File: src/rtl/lcd_ctrl_pkg.sv
// Shared types and constants for the HD44780 LCD sequencer: state encoding,
// init command ROM, command codes and ASCII case-swap helpers.
package lcd_ctrl_pkg;

   typedef enum logic [2:0] {
      S_PWRUP_WAIT = 3'd0,
      S_INIT_LOAD  = 3'd1,
      S_SETUP      = 3'd2,
      S_E_HIGH     = 3'd3,
      S_HOLD       = 3'd4,
      S_EXEC_WAIT  = 3'd5,
      S_IDLE       = 3'd6
   } lcd_state_e;

   localparam int INIT_LEN = 6;

   localparam logic [7:0] CMD_CLEAR    = 8'h01;
   localparam logic [7:0] CMD_HOME     = 8'h02;
   localparam logic [7:0] CMD_HOME_ALT = 8'h03;

   localparam logic [7:0] ASCII_UC_LO = 8'h41;
   localparam logic [7:0] ASCII_UC_HI = 8'h5A;
   localparam logic [7:0] ASCII_LC_LO = 8'h61;
   localparam logic [7:0] ASCII_LC_HI = 8'h7A;
   localparam logic [7:0] CASE_DELTA  = 8'h20;

   // 8-bit bus, 2 lines, display on, entry increment, then clear.
   function automatic logic [7:0] init_rom(input logic [2:0] idx);
      case (idx)
         3'd0, 3'd1, 3'd2: init_rom = 8'h38;
         3'd3:             init_rom = 8'h0C;
         3'd4:             init_rom = 8'h06;
         3'd5:             init_rom = CMD_CLEAR;
         default:          init_rom = 8'h00;
      endcase
   endfunction

   function automatic logic [7:0] swap_case(input logic [7:0] b);
      if (b >= ASCII_LC_LO && b <= ASCII_LC_HI)      swap_case = b - CASE_DELTA;
      else if (b >= ASCII_UC_LO && b <= ASCII_UC_HI) swap_case = b + CASE_DELTA;
      else                                           swap_case = b;
   endfunction

   // Clear and Home need the long execution wait; everything else is short.
   function automatic logic is_long_cmd(input logic rs, input logic [7:0] b);
      is_long_cmd = !rs && (b == CMD_CLEAR || b == CMD_HOME || b == CMD_HOME_ALT);
   endfunction

   function automatic int imax(input int a, input int b);
      imax = (a > b) ? a : b;
   endfunction

endpackage

File: src/rtl/lcd_cmd_fifo.sv
// Command/data FIFO with first-word fall-through. A push while full is
// dropped and reported as a one-cycle ovf_pulse; full is judged before any
// same-cycle pop.
module lcd_cmd_fifo
   import lcd_ctrl_pkg::*;
#(
   parameter int AW = 3,
   parameter int DW = 9
) (
   input  logic          clk,
   input  logic          rst,
   input  logic          push_req,
   input  logic [DW-1:0] push_data,
   input  logic          pop,
   output logic [DW-1:0] head,
   output logic          empty,
   output logic          full,
   output logic [AW:0]   level,
   output logic          ovf_pulse
);

   localparam int DEPTH = 1 << AW;

   logic [DW-1:0] mem_q [0:DEPTH-1];
   logic [DW-1:0] mem_d [0:DEPTH-1];
   logic [AW-1:0] wr_ptr_q, wr_ptr_d, rd_ptr_q, rd_ptr_d;
   logic [AW:0]   level_q, level_d;
   logic          push, do_pop;

   assign full      = (level_q == (AW+1)'(DEPTH));
   assign empty     = (level_q == '0);
   assign level     = level_q;
   assign head      = mem_q[rd_ptr_q];
   assign push      = push_req && !full;
   assign ovf_pulse = push_req && full;
   assign do_pop    = pop && !empty;

   // Next-state for storage, pointers and occupancy.
   always_comb begin
      mem_d    = mem_q;
      wr_ptr_d = wr_ptr_q;
      rd_ptr_d = rd_ptr_q;
      level_d  = level_q;
      if (push) begin
         mem_d[wr_ptr_q] = push_data;
         wr_ptr_d        = wr_ptr_q + AW'(1);
      end
      if (do_pop) rd_ptr_d = rd_ptr_q + AW'(1);
      case ({push, do_pop})
         2'b10:   level_d = level_q + (AW+1)'(1);
         2'b01:   level_d = level_q - (AW+1)'(1);
         default: level_d = level_q;
      endcase
   end

   // Register FIFO state; reset empties it.
   always_ff @(posedge clk or posedge rst) begin
      if (rst) begin
         for (int i = 0; i < DEPTH; i++) mem_q[i] <= '0;
         wr_ptr_q <= '0;
         rd_ptr_q <= '0;
         level_q  <= '0;
      end else begin
         for (int i = 0; i < DEPTH; i++) mem_q[i] <= mem_d[i];
         wr_ptr_q <= wr_ptr_d;
         rd_ptr_q <= rd_ptr_d;
         level_q  <= level_d;
      end
   end

endmodule

File: src/rtl/lcd_seq_ctrl.sv
// HD44780 16x2 LCD sequencer: power-up wait, init ROM playback, then FIFO
// draining with counter-paced setup / E pulse / hold / execution timing.
module lcd_seq_ctrl
   import lcd_ctrl_pkg::*;
#(
   parameter int FIFO_AW     = 3,
   parameter int T_SETUP_CYC = 4,
   parameter int T_E_CYC     = 13,
   parameter int T_HOLD_CYC  = 2,
   parameter int T_EXEC_CYC  = 2000,
   parameter int T_LONG_CYC  = 82000,
   parameter int T_PWRUP_CYC = 750000
) (
   input  logic             CLK,
   input  logic             RESET,
   input  logic             WR_STB,
   input  logic [8:0]       WR_DATA,
   input  logic             CASE_SWAP_EN,
   input  logic             CLR_OVF,
   output logic             LCD_RS,
   output logic             LCD_RW,
   output logic             LCD_E,
   output logic [7:0]       LCD_DATA,
   output logic             BUSY,
   output logic             INIT_DONE,
   output logic             FIFO_FULL,
   output logic             OVERFLOW,
   output logic [FIFO_AW:0] LEVEL
);

   localparam int T_MAX = imax(imax(T_PWRUP_CYC, T_LONG_CYC),
                               imax(T_EXEC_CYC, imax(T_E_CYC, imax(T_SETUP_CYC, T_HOLD_CYC))));
   localparam int CNT_W = $clog2(T_MAX) + 1;

   lcd_state_e       state_q, state_d;
   logic [CNT_W-1:0] cnt_q, cnt_d, exec_last;
   logic [2:0]       idx_q, idx_d;
   logic             e_q, e_d, rs_q, rs_d, done_q, done_d, ovf_q, ovf_d;
   logic [7:0]       data_q, data_d;
   logic [8:0]       head;
   logic             fifo_empty, pop, ovf_pulse;

   lcd_cmd_fifo #(.AW(FIFO_AW), .DW(9)) u_fifo (
      .clk       (CLK),
      .rst       (RESET),
      .push_req  (WR_STB),
      .push_data (WR_DATA),
      .pop       (pop),
      .head      (head),
      .empty     (fifo_empty),
      .full      (FIFO_FULL),
      .level     (LEVEL),
      .ovf_pulse (ovf_pulse)
   );

   // Execution wait depends on the word currently on the bus.
   assign exec_last = is_long_cmd(rs_q, data_q) ? CNT_W'(T_LONG_CYC - 1)
                                                : CNT_W'(T_EXEC_CYC - 1);

   // Sequencer next-state: each timed phase ends when cnt reaches its length-1.
   always_comb begin
      state_d = state_q;
      cnt_d   = cnt_q + CNT_W'(1);
      idx_d   = idx_q;
      e_d     = e_q;
      rs_d    = rs_q;
      data_d  = data_q;
      done_d  = done_q;
      pop     = 1'b0;
      case (state_q)
         S_PWRUP_WAIT: if (cnt_q == CNT_W'(T_PWRUP_CYC - 1)) begin
            state_d = S_INIT_LOAD;
            cnt_d   = '0;
            idx_d   = '0;
         end
         S_INIT_LOAD: begin
            rs_d    = 1'b0;
            data_d  = init_rom(idx_q);
            state_d = S_SETUP;
            cnt_d   = '0;
         end
         S_IDLE: begin
            cnt_d = '0;
            if (!fifo_empty) begin
               pop     = 1'b1;
               rs_d    = head[8];
               data_d  = (CASE_SWAP_EN && head[8]) ? swap_case(head[7:0]) : head[7:0];
               state_d = S_SETUP;
            end
         end
         S_SETUP: if (cnt_q == CNT_W'(T_SETUP_CYC - 1)) begin
            state_d = S_E_HIGH;
            e_d     = 1'b1;
            cnt_d   = '0;
         end
         S_E_HIGH: if (cnt_q == CNT_W'(T_E_CYC - 1)) begin
            state_d = S_HOLD;
            e_d     = 1'b0;
            cnt_d   = '0;
         end
         S_HOLD: if (cnt_q == CNT_W'(T_HOLD_CYC - 1)) begin
            state_d = S_EXEC_WAIT;
            cnt_d   = '0;
         end
         S_EXEC_WAIT: if (cnt_q == exec_last) begin
            cnt_d = '0;
            if (done_q) begin
               state_d = S_IDLE;
            end else if (idx_q == 3'(INIT_LEN - 1)) begin
               done_d  = 1'b1;
               state_d = S_IDLE;
            end else begin
               idx_d   = idx_q + 3'd1;
               state_d = S_INIT_LOAD;
            end
         end
         default: begin
            state_d = S_PWRUP_WAIT;
            cnt_d   = '0;
         end
      endcase
   end

   // Sticky overflow: a dropped write beats a simultaneous clear.
   always_comb begin
      ovf_d = ovf_q;
      if (CLR_OVF)   ovf_d = 1'b0;
      if (ovf_pulse) ovf_d = 1'b1;
   end

   // Register sequencer state and panel outputs; reset restarts init.
   always_ff @(posedge CLK or posedge RESET) begin
      if (RESET) begin
         state_q <= S_PWRUP_WAIT;
         cnt_q   <= '0;
         idx_q   <= '0;
         e_q     <= 1'b0;
         rs_q    <= 1'b0;
         data_q  <= 8'h00;
         done_q  <= 1'b0;
         ovf_q   <= 1'b0;
      end else begin
         state_q <= state_d;
         cnt_q   <= cnt_d;
         idx_q   <= idx_d;
         e_q     <= e_d;
         rs_q    <= rs_d;
         data_q  <= data_d;
         done_q  <= done_d;
         ovf_q   <= ovf_d;
      end
   end

   assign LCD_E     = e_q;
   assign LCD_RS    = rs_q;
   assign LCD_RW    = 1'b0;
   assign LCD_DATA  = data_q;
   assign INIT_DONE = done_q;
   assign OVERFLOW  = ovf_q;
   assign BUSY      = (state_q != S_IDLE) || !fifo_empty;

endmodule
File: config.mk
export PLATFORM = sky130hd
export DESIGN_NAME = lcd_seq_ctrl
export DESIGN_NICKNAME = d
export VERILOG_FILES = /design/src/rtl/lcd_ctrl_pkg.sv /design/src/rtl/lcd_cmd_fifo.sv /design/src/rtl/lcd_seq_ctrl.sv
export SDC_FILE = /design/constraint.sdc
export NUM_CORES = 1
export LEC_CHECK = 0
export ABC_AREA = 1
export BUFFER_PORTS_ARGS = -buffer_cell sky130_fd_sc_hd__buf_2
export CORE_MARGIN = 4
export CORE_UTILIZATION = 30
export CTS_CLUSTER_DIAMETER = 80
export CTS_CLUSTER_SIZE = 16
export DETAILED_ROUTE_END_ITERATION = 7
export GPL_TIMING_DRIVEN = 0
export SYNTH_ARGS = -nofsm -noshare
export SYNTH_HDL_FRONTEND = slang
export SYNTH_HIERARCHICAL = 1
export SYNTH_SLANG_ARGS = --single-unit
export TNS_END_PERCENT = 10
File: constraint.sdc
create_clock -name CLK -period 2.78 [get_ports CLK]
set_clock_uncertainty 0.1 [all_clocks]
set_input_delay 0.556 -clock CLK [delete_from_list [all_inputs] [get_ports CLK]]
set_output_delay 0.556 -clock CLK [all_outputs]
set_load 0.03 [all_outputs]
==> impl_metrics.yaml <==
worst_setup_path:
  crit_fanout: 8
  worstSetupEndpointType: "flop"
  arrival_ns: 2.78
  r2r_slack_ns: 0.21
  cp.required_ns: 2.99
  path_class: "reg -> reg"
  worstSetupStartpointType: "flop"
synthesis:
  synth_nets: 1091
  synth-async-reset-ratio: 1.000
  yosysSeqAreaShare: 0.3961
  synth_ff_type: "dfrtp_1"
  yosysWarnings: 6
  synth.distinct_cells: 42
  synth-seq-cells: 121
  synthDominantCellAreaShare: 0.3961
  syn_area_per_cell_sq_um: 7.212
  synth_edf_count: 0
  yosys.area.top_type: "dfrtp_1"
  synth_area_sq_um: 7645
  synth_area_leaders: "dfrtp_1 (40%), nand2_1 (19%), nor2_1 (7.0%)"
  syn_inst: 1060
power:
  pwr_density_cell_nw_per_um2: 808.5
  vdd_ir_drop_max_v: 0.0003287
  power_mw: 7.120
  leakagePower_nw: 4.474
final_layout:
  diodes: 0
  seq_area_sq_um: 3030
  drive_above_1_share: 0.1336
  multiInputGateArea_sq_um: 3904
  synthToLayoutAreaGrowth_pct: 15.19
  fill_cells: 2759
  final_core_util: 0.3507
  stdcell_count: 1445
  fin_nets: 1133
routing:
  initialDrtViolationCount: 584
  wl_per_cell_um: 14.66
  vias: 6968
  first_pass_iters: 5
  drc: 0
  antenna_left: 0
  drt_wl_total_um: 21180
  routed_via_density: 4.822
floorplanning:
  num_rows: 58
  die-area_sq_um: 28100
  initial_utilization: 0.3045
  ios: 33
  die_x_um: 167.6
  die_h_um: 167.6
  core_sq_um: 25110
sta:
  fin_crit_ns: 2.567
  setup_viol: 0
  relSlewSlack: 0.4559
  max_freq_ghz: 0.3896
  min_period_over_period: 0.9233
  holdWs_ns: 0.02876
  slew_viol_final: 0
  hold_viol_final: 0
  fin_setup_tns_ns: 0
  rsz0062_at_grt: "true"
  tightest_slew_ns: 0.8150
cts:
  cts_num_sinks: 121
  cts-root-buf: "clkbuf_16"
  tritoncts: "built"
  clk_latency_ns: 0.43
  clkTransAtPathRegs_ns: 0.06
  cts_buffer_depth: 2
  cts_hold_buffers: 0
  cts-buffers-inserted: 17
  h-tree-depth: 4
grt:
  grt_use_total: 0.1540
  grt_pass1_vias: 6658
  grt_first_pass_wirelength_um: 34890
  overflow: 0
  antenna_found_initial: 0
  grt_max_degree: 58
job:
  maxCapViolations: 0
placed_design:
  dp.cells: 1412
  gp_congestion: 0.9078
  io_buffers: 21
  post-dp-hpwl_um: 15360
status:
  outcome: "complete, no violations"
hold_path:
  holdCritPathClass: "in -> async"
-- final timing paths --
path,start,cells past startpoint,to
max,state_q[1],13,u_fifo/level[3]
min,RESET,2,u_fifo/level[0]
max reg2reg,state_q[1],13,u_fifo/level[3]
min reg2reg,u_fifo/mem_q[55],2,u_fifo/mem_q[55]
max in group asynchronous,RESET,2,state_q[2]
min in group CLK,CLR_OVF,2,OVERFLOW
-- flip-flops by register name (all words and copies together) (netlist names) --
register	count
u_fifo/rd_ptr_q	3
state_q	3
idx_q	3
u_fifo/mem_q	72
u_fifo/level	4
cnt_q	21
LCD_DATA	8
INIT_DONE	1
LCD_RS	1
OVERFLOW	1
u_fifo/wr_ptr_q	3
LCD_E	1
-- layout by cell type, fill, tap and decap left out, types with 10 or more instances in the layout --
cell	count
buf_2	32
nand2_1	382
inv_1	101
nand3_1	39
clkbuf_16	17
ha_1	16
dfrtp_1	119
o21ai_0	20
nand4_1	85
nor2_1	140
buf_4	10
-- timing repair --
| item | in CTS | in global routing |
|---|---|---|
| setup buffers | 0 | 1 |
| setup endpoints to repair | 0 | 5 |
| gates resized for setup | 0 | 17 |
-- area by class of cell --
cell class | instances | area share
multi-input cells | 778 | 0.4433
flip-flops and latches | 121 | 0.3441
inverters | 111 | 0.04859
clock buffers | 17 | 0.04831
well taps | 330 | 0.04689
plain buffers | 50 | 0.03680
clock inverters | 15 | 0.01606
repair buffers | 23 | 0.01591
-- kinds of logic (layout without fill, tap and decap cells) --
group,after synthesis,count (layout),synth area share
compound gates,43,43,0.03241
xor+xnor,16,16,0.01833
fa+ha+maj,17,17,0.02881
buf+inv,161,216,0.09656
flops,121,121,0.3961
other cells,1,1,0.0004905
simple gates,701,701,0.4273
-- metrics by stage --
step                      cell area (sq um)  setup slack, ns
after floorplan                        7645          0.01556
after global placement                 8163           -1.201
after detailed placement               8193          0.06126
after CTS                              8760         0.002535
after global routing                   8806         -0.02045
final                                  8806           0.2132
-- critical path, stage by stage (launching register included) --
cell and delay (ns):
dfrtp_1 0.43, nand2_1 0.16, nor2_4 0.16, inv_2 0.10
nor2_4 0.17, nand2_1 0.16, inv_1 0.15, ha_1 0.23
ha_1 0.28, or2_2 0.29, nand2_1 0.08, nand2_1 0.05
nand3_1 0.06, nand2_1 0.05
-- where the power goes --
part	total (mW)	switching, mW	leakage [nW]	internal (mW)
Combinational	2.35	1.57	2.66	0.776
Clock	2.16	0.910	0.271	1.25
Sequential	2.61	0.331	1.55	2.28
-- layer usage --
layer | share of wire | wire length (um) | track usage
met2 | 0.45 | 9545 | 0.2403
met4 | 0.019 | 403 | 0.04869
met3 | 0.058 | 1230 | 0.02668
met5 | 0 | 0 | 0
met1 | 0.47 | 10000 | 0.2181
-- synthesized netlist by cell type (3+ instances only) --
cell type  number
dfrtp_1       121
nor2_8          8
buf_6           9
nand3_4         8
nor2_2          4
nor2_1        142
nand3_2         4
nor2_4          3
buf_4           9
o21bai_1        3
nor3_1          9
nand2_4         5
nand2_1       385
ha_1           16
nand4_1        85
a21oi_1         7
o21ai_0        22
nand3_1        40
o211ai_1        5
xor2_1          9
clkbuf_2        8
xnor2_1         7
inv_1         104
nor4_1          3
clkbuf_1        8
inv_2           3
buf_2          14
(Power assumes the default switching activity.)
